<file path="config.mk">
export PLATFORM = sky130hd
export DESIGN_NAME = truth_table_bist
export DESIGN_NICKNAME = d
export VERILOG_FILES = /design/src/rtl/truth_table_bist_pkg.sv /design/src/rtl/truth_table_bist_settle_timer.sv /design/src/rtl/truth_table_bist.sv
export SDC_FILE = /design/constraint.sdc
export NUM_CORES = 1
export LEC_CHECK = 0
export CELL_PAD_IN_SITES_DETAIL_PLACEMENT = 0
export CELL_PAD_IN_SITES_GLOBAL_PLACEMENT = 1
export CORE_MARGIN = 1.5
export CORE_UTILIZATION = 35
export DETAILED_ROUTE_END_ITERATION = 8
export HOLD_SLACK_MARGIN = 0.05
export PLACE_DENSITY = 0.79
export RECOVER_POWER = 50
export SETUP_SLACK_MARGIN = 0.4
export SYNTH_ARGS = -nofsm -noshare
export SYNTH_HDL_FRONTEND = slang
export SYNTH_SLANG_ARGS = --single-unit
export TNS_END_PERCENT = 50
</file>
<file path="constraint.sdc">
create_clock -name clk -period 2.25 [get_ports clk]
set_clock_uncertainty 0.2 [all_clocks]
set_input_delay 0.225 -clock clk [delete_from_list [all_inputs] [get_ports clk]]
set_output_delay 0.225 -clock clk [all_outputs]
set_load 0.005 [all_outputs]
</file>
<file path="src/rtl/truth_table_bist_pkg.sv">
// Shared types and constants for the truth-table BIST.
//   state_t : sweep controller states
//   VEC_W   : width of the vector driven to the DUT
//   NUM_VEC : number of vectors in one sweep (2**VEC_W)
//   CNT_W   : mismatch counter width (must hold NUM_VEC)
package truth_table_bist_pkg;

  localparam int VEC_W   = 4;
  localparam int NUM_VEC = 16;
  localparam int CNT_W   = 5;

  localparam logic [VEC_W-1:0] LAST_VEC = VEC_W'(NUM_VEC - 1);
  localparam logic [CNT_W-1:0] ERR_MAX  = CNT_W'(NUM_VEC);

  typedef enum logic [1:0] {
    IDLE    = 2'd0,
    SETTLE  = 2'd1,
    COMPARE = 2'd2,
    DONE    = 2'd3
  } state_t;

endpackage

</file>
<file path="src/rtl/truth_table_bist_settle_timer.sv">
// Settle timer: counts the cycles a vector is held before it is sampled.
//   clk, rst_n : clock, synchronous active-low reset
//   load       : restart the count for a new vector (first settle cycle follows)
//   enable     : high while the controller is in SETTLE
//   expired    : current SETTLE cycle is the last one
module truth_table_bist_settle_timer #(
  parameter int SETTLE_CYCLES = 2
) (
  input  logic clk,
  input  logic rst_n,
  input  logic load,
  input  logic enable,
  output logic expired
);

  logic [3:0] cnt;

  // Loaded with SETTLE_CYCLES-1 so that expiry lands on the final settle
  // cycle; the controller then moves to COMPARE on that edge.
  always_ff @(posedge clk) begin
    if (!rst_n)                   cnt <= '0;
    else if (load)                cnt <= 4'(SETTLE_CYCLES - 1);
    else if (enable && cnt != '0) cnt <= cnt - 4'd1;
  end

  assign expired = (cnt == '0);

endmodule

</file>
<file path="src/rtl/truth_table_bist.sv">
// Truth-table BIST: sweeps all 16 input vectors into a 4-input DUT, holds each
// for SETTLE_CYCLES cycles, compares the response against EXPECTED and reports
// mismatch count and lowest failing vector.
//   clk, rst_n       : clock, synchronous active-low reset
//   start, abort     : run a sweep / terminate a running sweep (abort wins)
//   dut_in           : vector to DUT (bit0=a .. bit3=d)
//   dut_out          : DUT response, synchronous to clk
//   busy, done, pass : status; pass = done && err_count==0
//   err_count        : mismatches, saturates at 16
//   first_fail_vec   : lowest mismatching vector, qualified by first_fail_valid
module truth_table_bist
  import truth_table_bist_pkg::*;
#(
  parameter logic [NUM_VEC-1:0] EXPECTED      = 16'h77FF,
  parameter int                 SETTLE_CYCLES = 2
) (
  input  logic             clk,
  input  logic             rst_n,
  input  logic             start,
  input  logic             abort,
  output logic [VEC_W-1:0] dut_in,
  input  logic             dut_out,
  output logic             busy,
  output logic             done,
  output logic             pass,
  output logic [CNT_W-1:0] err_count,
  output logic [VEC_W-1:0] first_fail_vec,
  output logic             first_fail_valid
);

  state_t           state, state_n;
  logic [VEC_W-1:0] dut_in_n, ffv_n;
  logic [CNT_W-1:0] err_n;
  logic             ffval_n;
  logic             load, expired, mismatch;

  truth_table_bist_settle_timer #(
    .SETTLE_CYCLES(SETTLE_CYCLES)
  ) u_settle (
    .clk    (clk),
    .rst_n  (rst_n),
    .load   (load),
    .enable (state == SETTLE),
    .expired(expired)
  );

  always_comb begin
    state_n  = state;
    dut_in_n = dut_in;
    err_n    = err_count;
    ffv_n    = first_fail_vec;
    ffval_n  = first_fail_valid;
    load     = 1'b0;
    mismatch = 1'b0;
    case (state)
      IDLE, DONE: begin
        // abort+start together: abort wins, nothing starts
        if (start && !abort) begin
          state_n  = SETTLE;
          dut_in_n = '0;
          err_n    = '0;
          ffv_n    = '0;
          ffval_n  = 1'b0;
          load     = 1'b1;
        end
      end
      SETTLE: begin
        if (abort) begin
          state_n  = IDLE;
          dut_in_n = '0;
          err_n    = '0;
          ffv_n    = '0;
          ffval_n  = 1'b0;
        end else if (expired) begin
          state_n = COMPARE;
        end
      end
      COMPARE: begin
        if (abort) begin
          state_n  = IDLE;
          dut_in_n = '0;
          err_n    = '0;
          ffv_n    = '0;
          ffval_n  = 1'b0;
        end else begin
          mismatch = (dut_out != EXPECTED[dut_in]);
          if (mismatch) begin
            if (err_count != ERR_MAX) err_n = err_count + CNT_W'(1);
            // vectors run in ascending order, so the first miss is the lowest
            if (!first_fail_valid) begin
              ffv_n   = dut_in;
              ffval_n = 1'b1;
            end
          end
          if (dut_in == LAST_VEC) begin
            state_n = DONE;
          end else begin
            dut_in_n = dut_in + VEC_W'(1);
            state_n  = SETTLE;
            load     = 1'b1;
          end
        end
      end
      default: state_n = IDLE;
    endcase
  end

  // Status flags are computed from next-state values so every output is a
  // plain register yet lines up with the state it describes.
  always_ff @(posedge clk) begin
    if (!rst_n) begin
      state            <= IDLE;
      dut_in           <= '0;
      err_count        <= '0;
      first_fail_vec   <= '0;
      first_fail_valid <= 1'b0;
      busy             <= 1'b0;
      done             <= 1'b0;
      pass             <= 1'b0;
    end else begin
      state            <= state_n;
      dut_in           <= dut_in_n;
      err_count        <= err_n;
      first_fail_vec   <= ffv_n;
      first_fail_valid <= ffval_n;
      busy             <= (state_n == SETTLE) || (state_n == COMPARE);
      done             <= (state_n == DONE);
      pass             <= (state_n == DONE) && (err_n == '0);
    end
  end

endmodule

</file>
# --- Word-level counts from Yosys, hierarchy flattened ---
# Memories as Yosys holds them, arrays and structs flattened. A register that Yosys moved wholly into a read port is not among the register bits.
# Cells that the tools add are included.
classes:
  add_sub_neg: 3
  n_lt_le_gt_ge: 1
  eq_ne: 14
  n_mux: 35
  bitwise_logic: 1
  reduce_logical: 15
ops:
  columns: ["cell", "count"]
  rows:
  - ["$mux 4", 9]
  - ["$mux 5", 5]
  - ["$pmux 4 s3", 2]
  - ["$pmux 5 s3", 1]
  - ["$mux 1", 10]
  - ["$mux 2", 5]
  - ["$ne 3x3->1 const B", 3]
  - ["$eq 2x2->1 const B", 4]
  - ["$pmux 2 s3", 1]
  - ["$reduce_and 3->1", 2]
  - ["$add 5x1->5 const B", 1]
  - ["$logic_not 5->1", 1]
  - ["$lt 4x5->1 const B", 1]
  - ["$ne 5x5->1 const B", 1]
  - ["$add 4x1->4 const B", 1]
  - ["$eq 2x1->1 const B", 2]
  - ["$eq 4x4->1 const B", 1]
  - ["$logic_not 4->1", 1]
  - ["$ne 2x2->1 const B", 2]
  - ["$reduce_and 4->1", 1]
  - ["$reduce_bool 4->1", 1]
  - ["$reduce_or 2->1", 2]
  - ["$sub 4x1->4 const B", 1]
  - ["$logic_and 1x1->1", 3]
  - ["8 further kinds", 8]
word_totals:
  regBits: 23
  rom_bits: 16
  in_bits: 5
  out_inout_bits: 17
  memories: 1
mem_list:
  columns: ["memory", "depth", "word_bits", "read_ports", "rd_clocked_by_memory_dff", "wr", "line", "rtl"]
  rows:
  - ["(name not given)", 16, 1, 1, 1, 0, "truth_table_bist.sv:86", "mismatch = (dut_out != EXPECTED[dut_in]);"]

# --- Longest topological paths before layout ---
depth:
  word_depth: 8
  mapped_depth: 10
  depth_no_buf: 10

# --- Cells and area by module ---
# A second synthesis with hierarchy kept.
unflattened:
  hier_cells: 154
  area_unflattened_um2: 1310.0
modules_own_cells:
  columns: ["module", "instances", "cells_per_inst", "area_each_um2", "seq_area_each_um2"]
  rows:
  - ["truth_table_bist", 1, 130, 1096.1, 400.4]
  - ["truth_table_bist_settle_timer", 1, 24, 214.0, 80.1]

# --- Least setup slack after synthesis ---
# No wires, ideal clock.
synth_timing:
  kind: "register -> register"
  start: "register state[0]"
  end: "register pass"
  setup_time_ns: 0.088
  t_arrival_ns: 1.861
  t_required_ns: 1.962
  path_slack_ns: 0.101
  path_stages_with_launch: 10
  path_buffers: 1
  path_cell_list: "dfxtp_1 -> inv_1 -> ha_1 -> clkbuf_1 -> a21o_1 -> a221oi_2 -> ha_1 -> and2_1 -> o211ai_1 -> nor4_2"
synth_via:
  elab_chain_cells: 5
  word_cells_on_any_way: 13
  cone_classes: "eq/ne (4); mux (5); reduce/logical (4)"
synth_lines:
  columns: ["item", "line", "rtl"]
  rows:
  - ["start, declared", "truth_table_bist.sv:31", "state_t state, state_n;"]
  - ["start signal, assigned", "truth_table_bist.sv:121", "state <= state_n;"]
  - ["$eq 2x2->1 or $logic_not 2->1 (tied branches)", "truth_table_bist.sv:55", "case (state)"]
  - ["$reduce_or 2->1", "truth_table_bist.sv:55", null]
  - ["$pmux 2 s3 (*)", "truth_table_bist.sv:55", null]
  - ["named net state_n[1]", "truth_table_bist.sv:31", null]
  - ["$eq 2x2->1 (*)", "truth_table_bist.sv:128", "pass <= (state_n == DONE) && (err_n == '0);"]
  - ["$logic_and 1x1->1 (*)", "truth_table_bist.sv:128", null]
  - ["end signal, assigned", "truth_table_bist.sv:128", null]
  - ["end, declared", "truth_table_bist.sv:25", "output logic pass,"]
# Mark *: on every way through the listed nets, which the timed path passes. The rest lies on a longest branch.
# A chain may end at the register's enable or synchronous reset.

# --- Final worst setup path ---
layout_timing:
  start: "register dut_in[0]"
  end: "register pass"
layout_via:
  elab_chain_cells: 6
layout_lines:
  columns: ["item", "line", "rtl"]
  rows:
  - ["start, declared", "truth_table_bist.sv:21", "output logic [VEC_W-1:0] dut_in,"]
  - ["start signal, assigned", "truth_table_bist.sv:122", "dut_in <= dut_in_n;"]
  - ["$eq 4x4->1", "truth_table_bist.sv:95", "if (dut_in == LAST_VEC) begin"]
  - ["$mux 2", "truth_table_bist.sv:95", null]
  - ["$mux 2", "truth_table_bist.sv:79", "if (abort) begin"]
  - ["$pmux 2 s3", "truth_table_bist.sv:55", null]
  - ["named net state_n[1]", "truth_table_bist.sv:31", null]
  - ["$eq 2x2->1", "truth_table_bist.sv:128", null]
  - ["$logic_and 1x1->1", "truth_table_bist.sv:128", null]
# The timed path passes the listed nets, and every way through them passes these cells.

==> run_results.csv <==
group,metric,value,unit
floorplanning,core,3440,um2
critical_path,r2r_cells,9,
critical_path,end_kind,"flop",
power_and_ir_drop,pwr-share-seq,0.271,
place,preCtsSetupSlack,-0.0780,ns
timing,setup_viol,0,
grt,grt_use_total,0.170,
yosys,synth_area,1300,um2
cells_and_area,areaGrowthSynthToFinish,56.0,%
yosys,postSynthAreaPerCell,8.69,um2
yosys,netlist_instances,150,
drt,dr_total_vias,1298,
yosys,synth_top_area_cell,"dfxtp_1",
critical_path,cp_top_family,"simple AND/OR/NAND/NOR gates",
timing,slew_viol_final,0,
timing,fmax,0.468,GHz
timing,worstMarginPinSlew,0.555,ns
timing,fin_setup_tns,0,ns
timing,setup_slack,0.114,ns
critical_path,cp.depth,9,
timing,fin_crit_sh,0.949,
grt,grt_start_max_net_pins,14,
power_and_ir_drop,power.switching_fraction,0.380,
clock_network,htreeDepth,1,
drt,dr.first_iter.drc_count,23,
status,outcome,"complete, no violations",
critical_path,path_max_fanout,3,
critical_path,r2r_start,"dut_in[0]",
clock_network,cts.sinks,24,
clock_network,numCtsBuffers,3,
power_and_ir_drop,p_sw,737,uW
cells_and_area,diodes,0,
timing,maxSlewHeadroom,0.628,
power_and_ir_drop,comb_power_share,0.596,
timing,min_period,2.14,ns
place,dp_hpwl,2.42,mm
yosys,yosysTopAreaCellShare,0.369,
critical_path,path_buf_inv,0,
clock_network,cts_tree,"built",
flow_run,drv_cap,0,
clock_network,clk_pin_slew,0.08,ns
critical_path,cpMaxStageDelayCell,"dfxtp_4",
grt,grt_pass1_vias,1222,
yosys,yosys_register_bits,24,
yosys,yosys_warnings,0,
floorplanning,chipHeight,64.0,um
clock_network,insertion_delay,0.26,ns
grt,grt_pass1_wl,5.58,mm
power_and_ir_drop,irDropWorstVdd,0.000475,V
drt,ant_nets,0,
power_and_ir_drop,power_frac_clock,0.133,
drt,drc_errors,0,
cells_and_area,fin_nets,209,
yosys,synth_ff_type,"dfxtp_1",
grt,grt_antenna_before_repair,0,
yosys,synth-seq-area-share,0.369,
yosys,syn_nets,162,
cells_and_area,drive_gt1_frac,0.367,
grt,grt_overflow,0,
hold_path,min-delay-path-class,"reg2reg",
floorplanning,rows,21,
yosys,synthArstFlopShare,0,
place,place.gp.congestion,0.842,
critical_path,critPathArrivalTime,2.11,ns
critical_path,critPathKind,"reg2reg",
critical_path,reg2reg_slack,0.11,ns
hold_path,worstHoldEndpoint,"first_fail_vec[1]",
timing,rsz0062_at_grt,"yes",
yosys,synth_edf_count,0,
power_and_ir_drop,power.internal,1200,uW
critical_path,max_stage_delay,0.37,ns
timing,hold_viol,0,
hold_path,holdPathStages,2,
cells_and_area,utilization,0.591,
power_and_ir_drop,power,1940,uW
cells_and_area,nFillCells,316,
yosys,synthTopCellsByArea,"dfxtp_1, ha_1, a21oi_1",
place,io_buffers,21,
power_and_ir_drop,p_leak,0.000772,uW
drt,viasPerCell,5.36,
drt,wl,3.43,mm
floorplanning,start_util,0.379,
critical_path,startpoint_type,"flop",
clock_network,ctsHoldBuffers,0,
floorplanning,ioPinCount,22,
critical_path,r2r-end,"pass",
floorplanning,die_x,64.0,um
critical_path,cp_data_required_time,2.23,ns
clock_network,clockBufferDepth,2,
power_and_ir_drop,powerDensity,953,nW/um2
drt,first_pass_iters,4,
hold_path,hold_path_startpoint,"first_fail_vec[1]",
yosys,synth_cell_types,43,
drt,avgRoutedWirePerCell,14.2,um
floorplanning,die_area,4100,um2
critical_path,cp_cell_sequence,"ha_4 -> nand3_4 -> or2_1 -> a21o_1 -> a221oi_2 -> ha_2 -> and2_4 -> o211ai_1 -> nor4_2",
clock_network,root_buffer,"clkbuf_8",
## stage by stage
step,std cells,hold slack (ns),cell area (um2)
after floorplan,150,0.143,1340
after global placement,228,0.263,1700
after detailed placement,228,0.292,1700
after CTS,240,0.312,1870
after global routing,242,0.342,2030
final,242,0.301,2030
## flip-flops by register name, summed over array words and instances (netlist names), named ones only
signal	flops
err_count	5
dut_in	4
first_fail_vec	4
u_settle.cnt	4
state	2
busy	1
done	1
first_fail_valid	1
pass	1
## Yosys cell counts, types with 2 or more instances
library cell	number
ha_1	7
a211oi_1	2
inv_1	8
a21oi_1	13
nor2b_1	4
dfxtp_1	24
clkbuf_1	2
nand2_1	10
nor3_1	4
nand4b_1	2
nand3_1	8
nor2_1	12
o21ai_0	8
o41a_1	2
a22oi_1	5
and2_1	8
a21o_1	3
a311oi_1	2
nor4_2	2
## worst max path at each step
stage	start	to	slack [ns]
6_report	dut_in[0]	pass	0.11
5_1_grt	u_settle.cnt[0]	pass	0.0005
4_1_cts	state[0]	pass	0.07
3_5_place_dp	abort	pass	-0.08
3_3_place_gp	abort	pass	-0.03
2_1_floorplan	dut_in[0]	pass	0.21
## metal layers
layer | GRT usage | wire (um) | vias to the layer above
met3 | 0.0423 | 125 | 6
met5 | 0 | 0 | -
met1 | 0.224 | 1600 | 624
met4 | 0.0353 | 52 | 0
li1 | - | - | 649
met2 | 0.281 | 1650 | 19
## tightest hold or removal path, stage by stage (launching register included)
cell and delay, ns:
dfxtp_1 0.33, a22oi_1 0.06, nor2_1 0.08
## layout by cell type, fill, tap and decap left out, types with 2 or more instances in the layout
cell and instances:
a211oi_1 2, a21o_1 2, a21oi_1 9, a21oi_2 4
a22oi_1 4, and2_1 6, and2_4 2, buf_4 15
buf_6 7, clkbuf_1 3, clkbuf_8 3, clkdlybuf4s50_1 7
dfxtp_1 20, dfxtp_2 2, dfxtp_4 2, dlygate4sd3_1 13
ha_1 3, ha_4 3, inv_1 6, inv_2 2
nand2_1 7, nand2_4 2, nand3_1 6, nand4b_1 2
nor2_1 12, nor2b_1 2, nor2b_4 2, nor3_1 2
o21ai_0 6, o21ai_2 2, o41a_1 2
## cells by family after synthesis
group                      after synthesis  synth area share
xor gates and xnor gates                 2            0.0192
DFF                                     24             0.369
buffers and inverters                   12            0.0413
and+or+nand+nor                         59             0.258
AOI/OAI and AO/OA                       46             0.246
adders and majority gates                7            0.0672
## cell type report
type,instances,area [um2],share of cell area
Multi-Input combinational cell,114,983,0.484
Sequential cell,24,490,0.241
Timing Repair Buffer,46,427,0.210
Tap cell,46,57.6,0.0283
Clock buffer,4,45.0,0.0222
Inverter,8,30.0,0.0148
## what timing repair did
| action | 4_1_cts | 5_1_grt |
|---|---|---|
| pin swaps | 9 | 26 |
| setup endpoints to repair | 17 | 22 |
| setup buffers | 8 | 2 |
| gates resized for setup | 15 | 44 |
## power groups by stage
| stage | logic, uW | clock network (uW) | registers (uW) |
|---|---|---|---|
| 2_1_floorplan | 508 | 0 | 527 |
| 3_3_place_gp | 779 | 0 | 528 |
| 3_5_place_dp | 809 | 0 | 530 |
| 4_1_cts | 979 | 268 | 520 |
| 5_1_grt | 1250 | 292 | 530 |
| 6_report | 1160 | 258 | 524 |
No activity file was read; power rests on OpenSTA's default activity.
